### config.mk
export PLATFORM = sky130hd
export DESIGN_NAME = terminal_cmd_executor
export DESIGN_NICKNAME = d
export VERILOG_FILES = /design/src/rtl/terminal_cmd_executor.sv
export SDC_FILE = /design/constraint.sdc
export NUM_CORES = 1
export LEC_CHECK = 0
export ABC_AREA = 0
export CAP_MARGIN = 20
export CORE_AREA = 4 4 119 206
export DETAILED_ROUTE_END_ITERATION = 8
export DIE_AREA = 0 0 123 210
export MAX_ROUTING_LAYER = met4
export PLACE_DENSITY_LB_ADDON = 0.12
export SYNTH_ARGS = -nofsm -noshare
export SYNTH_HDL_FRONTEND = slang
export SYNTH_SLANG_ARGS = --single-unit
export TNS_END_PERCENT = 20
### constraint.sdc
create_clock -name clk -period 4.6 [get_ports clk]
set_input_delay 0.69 -clock clk [delete_from_list [all_inputs] [get_ports clk]]
set_output_delay 0.69 -clock clk [all_outputs]
set_load 0.01 [all_outputs]
### src/rtl/terminal_cmd_executor.sv
// rtl/terminal_cmd_executor.sv - runs parser commands against the text RAM: cursor, circular scroll, row clears
// Optional macro LINE_WRAP_EN: a printable at the last column wraps to column 0 and performs an IND.
module terminal_cmd_executor #(
  parameter int ROWS       = 24,
  parameter int COLS       = 80,
  parameter int FIFO_DEPTH = 4,
  parameter int ADDR_W     = 11
) (
  input  logic              clk,
  input  logic              rst,
  input  logic              commandReady,
  input  logic [3:0]        commandType,
  input  logic [7:0]        Pn1,
  input  logic [7:0]        Pn2,
  input  logic [7:0]        Pchar,
  output logic              ramWe,
  output logic [ADDR_W-1:0] ramAddr,
  output logic [7:0]        ramData,
  output logic [7:0]        cursorRow,
  output logic [7:0]        cursorCol,
  output logic [7:0]        scrollTop,
  output logic              busy,
  output logic              overflow
);
  localparam logic [3:0] C_INPUT = 4'd0, C_IND = 4'd1, C_NEL = 4'd2, C_RI = 4'd3, C_CUU = 4'd4,
                         C_CUD = 4'd5, C_CUF = 4'd6, C_CUB = 4'd7, C_CUP = 4'd8;
  localparam int         PTR_W   = $clog2(FIFO_DEPTH);
  localparam logic [8:0] ROW_MAX = 9'(ROWS - 1);
  localparam logic [8:0] COL_MAX = 9'(COLS - 1);

  typedef enum logic [1:0] {S_IDLE, S_EXEC, S_CLEAR} state_t;
  typedef struct packed {
    logic [3:0] typ;
    logic [7:0] p1;
    logic [7:0] p2;
    logic [7:0] ch;
  } cmd_t;

  cmd_t              r_fifo [FIFO_DEPTH];
  logic [PTR_W-1:0]  r_wptr, r_rptr;
  logic [PTR_W:0]    r_count;
  state_t            r_state;
  cmd_t              r_cmd;
  logic [7:0]        r_row, r_col, r_st, r_clr_col;
  logic              r_we, r_ovf;
  logic [ADDR_W-1:0] r_addr;
  logic [7:0]        r_data;

  cmd_t       w_in, w_head;
  logic       w_full, w_push, w_pop, w_head_print;
  logic [8:0] w_row, w_col, w_st, w_sum, w_phys, w_n1, w_p1, w_p2;
  logic [8:0] w_nrow, w_ncol, w_nst, w_clr_phys;
  logic       w_ind, w_ri, w_clr;
  logic [15:0] w_cur_lin, w_clr_lin;
  logic       w_unused;

  assign w_in   = {commandType, Pn1, Pn2, Pchar};
  assign w_head = r_fifo[r_rptr];
  assign w_full = (r_count == (PTR_W+1)'(FIFO_DEPTH));
  assign w_push = commandReady && !w_full;
  assign w_pop  = (r_state == S_IDLE) && (r_count != '0);
  assign w_head_print = (w_head.typ == C_INPUT) && (w_head.ch >= 8'h20) && (w_head.ch <= 8'h7E);

  assign w_row  = {1'b0, r_row};
  assign w_col  = {1'b0, r_col};
  assign w_st   = {1'b0, r_st};
  assign w_sum  = w_row + w_st;
  assign w_phys = (w_sum >= 9'(ROWS)) ? w_sum - 9'(ROWS) : w_sum;
  assign w_n1   = (r_cmd.p1 == 8'd0) ? 9'd1 : {1'b0, r_cmd.p1};
  assign w_p1   = {1'b0, r_cmd.p1};
  assign w_p2   = {1'b0, r_cmd.p2};
  assign w_cur_lin = 16'(w_phys) * 16'(COLS) + 16'(w_col);
  assign w_clr_lin = 16'(w_clr_phys) * 16'(COLS);

  // Effect of the registered command on cursor and scroll, evaluated in EXEC
  always_comb begin
    w_nrow = w_row;
    w_ncol = w_col;
    w_nst  = w_st;
    w_ind  = 1'b0;
    w_ri   = 1'b0;
    w_clr  = 1'b0;
    w_clr_phys = '0;
    case (r_cmd.typ)
      C_INPUT: begin
        if (r_cmd.ch >= 8'h20 && r_cmd.ch <= 8'h7E) begin
          if (w_col != COL_MAX) w_ncol = w_col + 9'd1;
`ifdef LINE_WRAP_EN
          else begin
            w_ncol = '0;
            w_ind  = 1'b1;
          end
`endif
        end else if (r_cmd.ch == 8'h0D) w_ncol = '0;
        else if (r_cmd.ch == 8'h0A) w_ind = 1'b1;
        else if (r_cmd.ch == 8'h08) w_ncol = (w_col == '0) ? '0 : w_col - 9'd1;
      end
      C_IND: w_ind = 1'b1;
      C_NEL: begin
        w_ind  = 1'b1;
        w_ncol = '0;
      end
      C_RI:  w_ri = 1'b1;
      C_CUU: w_nrow = (w_n1 > w_row) ? '0 : w_row - w_n1;
      C_CUD: w_nrow = (w_row + w_n1 > ROW_MAX) ? ROW_MAX : w_row + w_n1;
      C_CUF: w_ncol = (w_col + w_n1 > COL_MAX) ? COL_MAX : w_col + w_n1;
      C_CUB: w_ncol = (w_n1 > w_col) ? '0 : w_col - w_n1;
      C_CUP: begin
        w_nrow = (w_p1 == '0) ? '0 : (w_p1 > 9'(ROWS)) ? ROW_MAX : w_p1 - 9'd1;
        w_ncol = (w_p2 == '0) ? '0 : (w_p2 > 9'(COLS)) ? COL_MAX : w_p2 - 9'd1;
      end
      default: ;
    endcase
    if (w_ind) begin
      if (w_row != ROW_MAX) w_nrow = w_row + 9'd1;
      else begin
        w_nst = (w_st == ROW_MAX) ? '0 : w_st + 9'd1;
        w_clr = 1'b1;
        w_clr_phys = w_st;
      end
    end
    if (w_ri) begin
      if (w_row != '0) w_nrow = w_row - 9'd1;
      else begin
        w_nst = (w_st == '0) ? ROW_MAX : w_st - 9'd1;
        w_clr = 1'b1;
        w_clr_phys = w_nst;
      end
    end
  end

  always_ff @(posedge clk) begin
    if (w_push) r_fifo[r_wptr] <= w_in;
  end

  always_ff @(posedge clk or negedge rst) begin
    if (!rst) begin
      r_wptr <= '0; r_rptr <= '0; r_count <= '0; r_ovf <= 1'b0;
      r_state <= S_IDLE; r_cmd <= '0; r_clr_col <= '0;
      r_row <= '0; r_col <= '0; r_st <= '0;
      r_we <= 1'b0; r_addr <= '0; r_data <= '0;
    end else begin
      if (w_push) r_wptr <= r_wptr + PTR_W'(1);
      if (w_pop) r_rptr <= r_rptr + PTR_W'(1);
      if (commandReady && w_full) r_ovf <= 1'b1;
      r_count <= r_count + (PTR_W+1)'(w_push) - (PTR_W+1)'(w_pop);
      case (r_state)
        S_IDLE: begin
          r_we <= 1'b0;
          if (w_pop) begin
            r_cmd   <= w_head;
            r_state <= S_EXEC;
            // Printable writes are issued on entry so they land in the EXEC cycle
            if (w_head_print) begin
              r_we   <= 1'b1;
              r_addr <= w_cur_lin[ADDR_W-1:0];
              r_data <= w_head.ch;
            end
          end
        end
        S_EXEC: begin
          r_we  <= 1'b0;
          r_row <= w_nrow[7:0];
          r_col <= w_ncol[7:0];
          r_st  <= w_nst[7:0];
          if (w_clr) begin
            r_state   <= S_CLEAR;
            r_clr_col <= '0;
            r_we      <= 1'b1;
            r_addr    <= w_clr_lin[ADDR_W-1:0];
            r_data    <= 8'h20;
          end else begin
            r_state <= S_IDLE;
          end
        end
        S_CLEAR: begin
          if (r_clr_col == COL_MAX[7:0]) begin
            r_we    <= 1'b0;
            r_state <= S_IDLE;
          end else begin
            r_clr_col <= r_clr_col + 8'd1;
            r_addr    <= r_addr + ADDR_W'(1);
          end
        end
        default: r_state <= S_IDLE;
      endcase
    end
  end

  assign ramWe     = r_we;
  assign ramAddr   = r_addr;
  assign ramData   = r_data;
  assign cursorRow = r_row;
  assign cursorCol = r_col;
  assign scrollTop = r_st;
  assign overflow  = r_ovf;
  assign busy      = (r_state != S_IDLE) || (r_count != '0);

  assign w_unused = ^{w_nrow[8], w_ncol[8], w_nst[8], w_cur_lin, w_clr_lin};
endmodule

==> flow_metrics.py <==
metrics = {
    "power_and_ir_drop": {
        "p_per_area_mw_per_mm2": 793,
        "p_leak_nw": 5.72,
        "p_total_mw": 11.4,
        "ir_worst_vdd_uv": 450,
    },
    "floorplanning": {
        "die_area_mm2": 0.0258,
        "die_h_um": 210,
        "core_area_mm2": 0.0227,
        "ios": 77,
        "die_w_um": 123,
        "start_util": 0.542,
        "row_count": 73,
    },
    "sta": {
        "fin_ws_ns": 0.191,
        "rsz0062_at_grt": "true",
        "fin_crit_ns": 4.41,
        "fin_hold_ws_ns": 0.191,
        "fin_crit_sh": 0.959,
        "final_max_slew_viol_count": 0,
        "fmax_mhz": 227,
        "finalSetupViolCount": 0,
        "tightest_slew_ns": 1.14,
        "maxSlewHeadroom": 0.235,
        "hold_violations": 0,
        "skew_ns": 0.0134,
        "setup_tns_ns": 0,
    },
    "clocking": {
        "clock_path_buffers": 3,
        "cts.sinks": 202,
        "clk_latency_ns": 0.51,
        "numCtsBuffers": 20,
        "cts.reportedPaths.clkPinSlew_ns": 0.07,
        "cts_tree": "built",
        "htree_levels": 1,
        "root_buffer": "clkbuf_16",
        "ctsHoldBuffers": 0,
    },
    "global_routing": {
        "overflow": 0,
        "grt_max_degree": 47,
        "antenna_found_initial": 0,
        "grt_pass1_wl_mm": 50.1,
        "track_usage": 0.254,
        "first_global_vias": 9491,
    },
    "synth": {
        "synth-seq-cells": 202,
        "synth_most_common_cell": "edfxtp_1",
        "async_reset_ff_frac": 0.446,
        "synthCells": 1134,
        "synth_top_flop_cell": "edfxtp_1",
        "synth_warnings": 0,
        "ys_top_cells_by_area": "edfxtp_1, dfrtp_1, ha_1",
        "avgSynthCellArea_um2": 10.9,
        "synth_fp_nets": 1257,
        "synth_edf_count": 112,
        "synth.distinct_cells": 75,
        "synth_top_cell_by_area": "edfxtp_1",
        "synth_top_area_frac": 0.273,
        "netlist_area_mm2": 0.0123,
        "synth_commonest_cells": "edfxtp_1, nand2_1, dfrtp_1, ha_1, nor2_1",
        "ys_seq_area_frac": 0.456,
    },
    "detailed_routing": {
        "routed_wl_mm": 31.6,
        "dr.pass1.iters": 7,
        "vias": 9554,
        "wl_per_cell_um": 20.3,
        "dr.first_iter.drc_count": 674,
        "postRouteAntennaNets": 0,
        "drc": 0,
        "viasPerCell": 6.16,
    },
    "final_layout": {
        "area_growth_pct": 17.0,
        "stdcell_count": 1552,
        "fin_area_mm2": 0.0144,
        "fin_util": 0.634,
        "antennaDiodeCount": 0,
        "nets": 1361,
        "fillCellCount": 1832,
        "layout-drive-gt1-share": 0.152,
    },
    "worst_setup_path": {
        "rr_startpoint": "cursorRow[0]$_DFFE_PN0P_",
        "r2r_setup_slack_ns": 0.19,
        "critical_path_peak_fanout": 3,
        "crit_type": "reg2reg",
        "end_kind": "flop",
        "start_kind": "flop",
        "reg2reg_to": "ramAddr[10]$_DFFE_PN0P_",
        "r2r_cells": 22,
        "cp.arrival_ns": 4.81,
        "worst-endpoint-required_ns": 5.00,
    },
    "placed_design": {
        "place_inst": 1507,
        "gp_congestion": 0.952,
        "place_area_mm2": 0.0136,
        "dp_hpwl_mm": 23.3,
        "place_ws_ns": 0.00457,
        "port_buffers": 76,
    },
    "min_path": {
        "hold_path.class": "in2async",
    },
    "run_status": {
        "status": "completed",
    },
    "flow_run": {
        "drv_cap": 0,
    },
}
[layout make-up]
type / count / area, µm² / share of cell area
repair buffers: 130 / 1160 / 0.0807
flip-flops and latches: 202 / 5620 / 0.390
clock inverters: 8 / 62.6 / 0.00434
multi-input cells: 833 / 6420 / 0.445
inverters: 51 / 191 / 0.0133
well taps: 300 / 375 / 0.0260
clock buffers: 28 / 592 / 0.0410
[logic make-up (layout without fill, tap and decap cells)]
group                      after synthesis  after routing  share of synthesized area
adders and majority gates               92             92                     0.0989
muxes                                   68             68                     0.0880
DFF                                    202            202                      0.456
AOI/OAI and AO/OA                      268            268                      0.144
and+or+nand+nor                        343            343                      0.138
buffers and inverters                   99            217                     0.0311
xor gates and xnor gates                62             62                     0.0441
[flip-flops by register name (all words and copies together) (netlist names)]
register	flops
ramData	8
r_clr_col	8
cursorRow	8
r_cmd	28
ramWe	1
r_count	3
ramAddr	11
cursorCol	8
r_rptr	2
r_wptr	2
r_fifo	112
overflow	1
scrollTop	8
r_state	2
[critical path, stage by stage, from the launching register on]
cell and delay, ns:
dfrtp_2 0.42, ha_4 0.17, fa_2 0.36, a211o_1 0.35, a21oi_2 0.18, nor2_2 0.05
ha_2 0.19, nor3_2 0.09, nand2_1 0.08, a21oi_2 0.15, nand2_2 0.10, nor2_4 0.15
xnor2_2 0.14, ha_1 0.26, ha_2 0.19, inv_2 0.05, fa_2 0.44, nor3_2 0.18
xnor2_1 0.15, xnor2_1 0.17, o221a_2 0.22, o211a_1 0.17, nor3_2 0.04
[how the worst max path moves through the flow]
| stage | startpoint | to | depth (start not counted) |
|---|---|---|---|
| floorplan | cursorRow[0]$_DFFE_PN0P_ | ramAddr[10]$_DFFE_PN0P_ | 23 |
| global placement | cursorRow[0]$_DFFE_PN0P_ | ramAddr[10]$_DFFE_PN0P_ | 22 |
| detailed placement | cursorRow[0]$_DFFE_PN0P_ | ramAddr[10]$_DFFE_PN0P_ | 22 |
| CTS | cursorRow[0]$_DFFE_PN0P_ | ramAddr[10]$_DFFE_PN0P_ | 22 |
| global route | scrollTop[0]$_DFFE_PN0P_ | ramAddr[10]$_DFFE_PN0P_ | 22 |
| finish | cursorRow[0]$_DFFE_PN0P_ | ramAddr[10]$_DFFE_PN0P_ | 22 |
[report_power, final]
| group | internal, mW | total [mW] | switching (mW) |
|---|---|---|---|
| Sequential | 2.47 | 3.03 | 0.569 |
| Clock | 0.910 | 1.62 | 0.705 |
| Combinational | 3.13 | 6.79 | 3.65 |
[metal layers]
layer  routed length (µm)  global-route usage
met4                 1950               0.138
met1                11300               0.266
met5                    0                   -
met2                17100               0.457
met3                 1260              0.0298
[layout by cell type, fill, tap and decap left out, types with 37 or more instances in the layout]
cell             netlist  layout
edfxtp_1             112     112
nand2_1               97      96
dfrtp_1               90      88
ha_1                  83      79
clkdlybuf4s50_1        0      75
nor2_1                75      73
o21ai_0               63      63
a21oi_1               58      55
buf_4                  1      55
inv_1                 50      49
xnor2_1               40      39
mux2_2                37      37
[timing repair]
item / CTS / global route
pin swaps: 2 / 17
buffers inserted: 3 / 6
resized for setup: 0 / 13
setup endpoints to repair: 1 / 3
No activity file was read; power rests on OpenSTA's default activity.
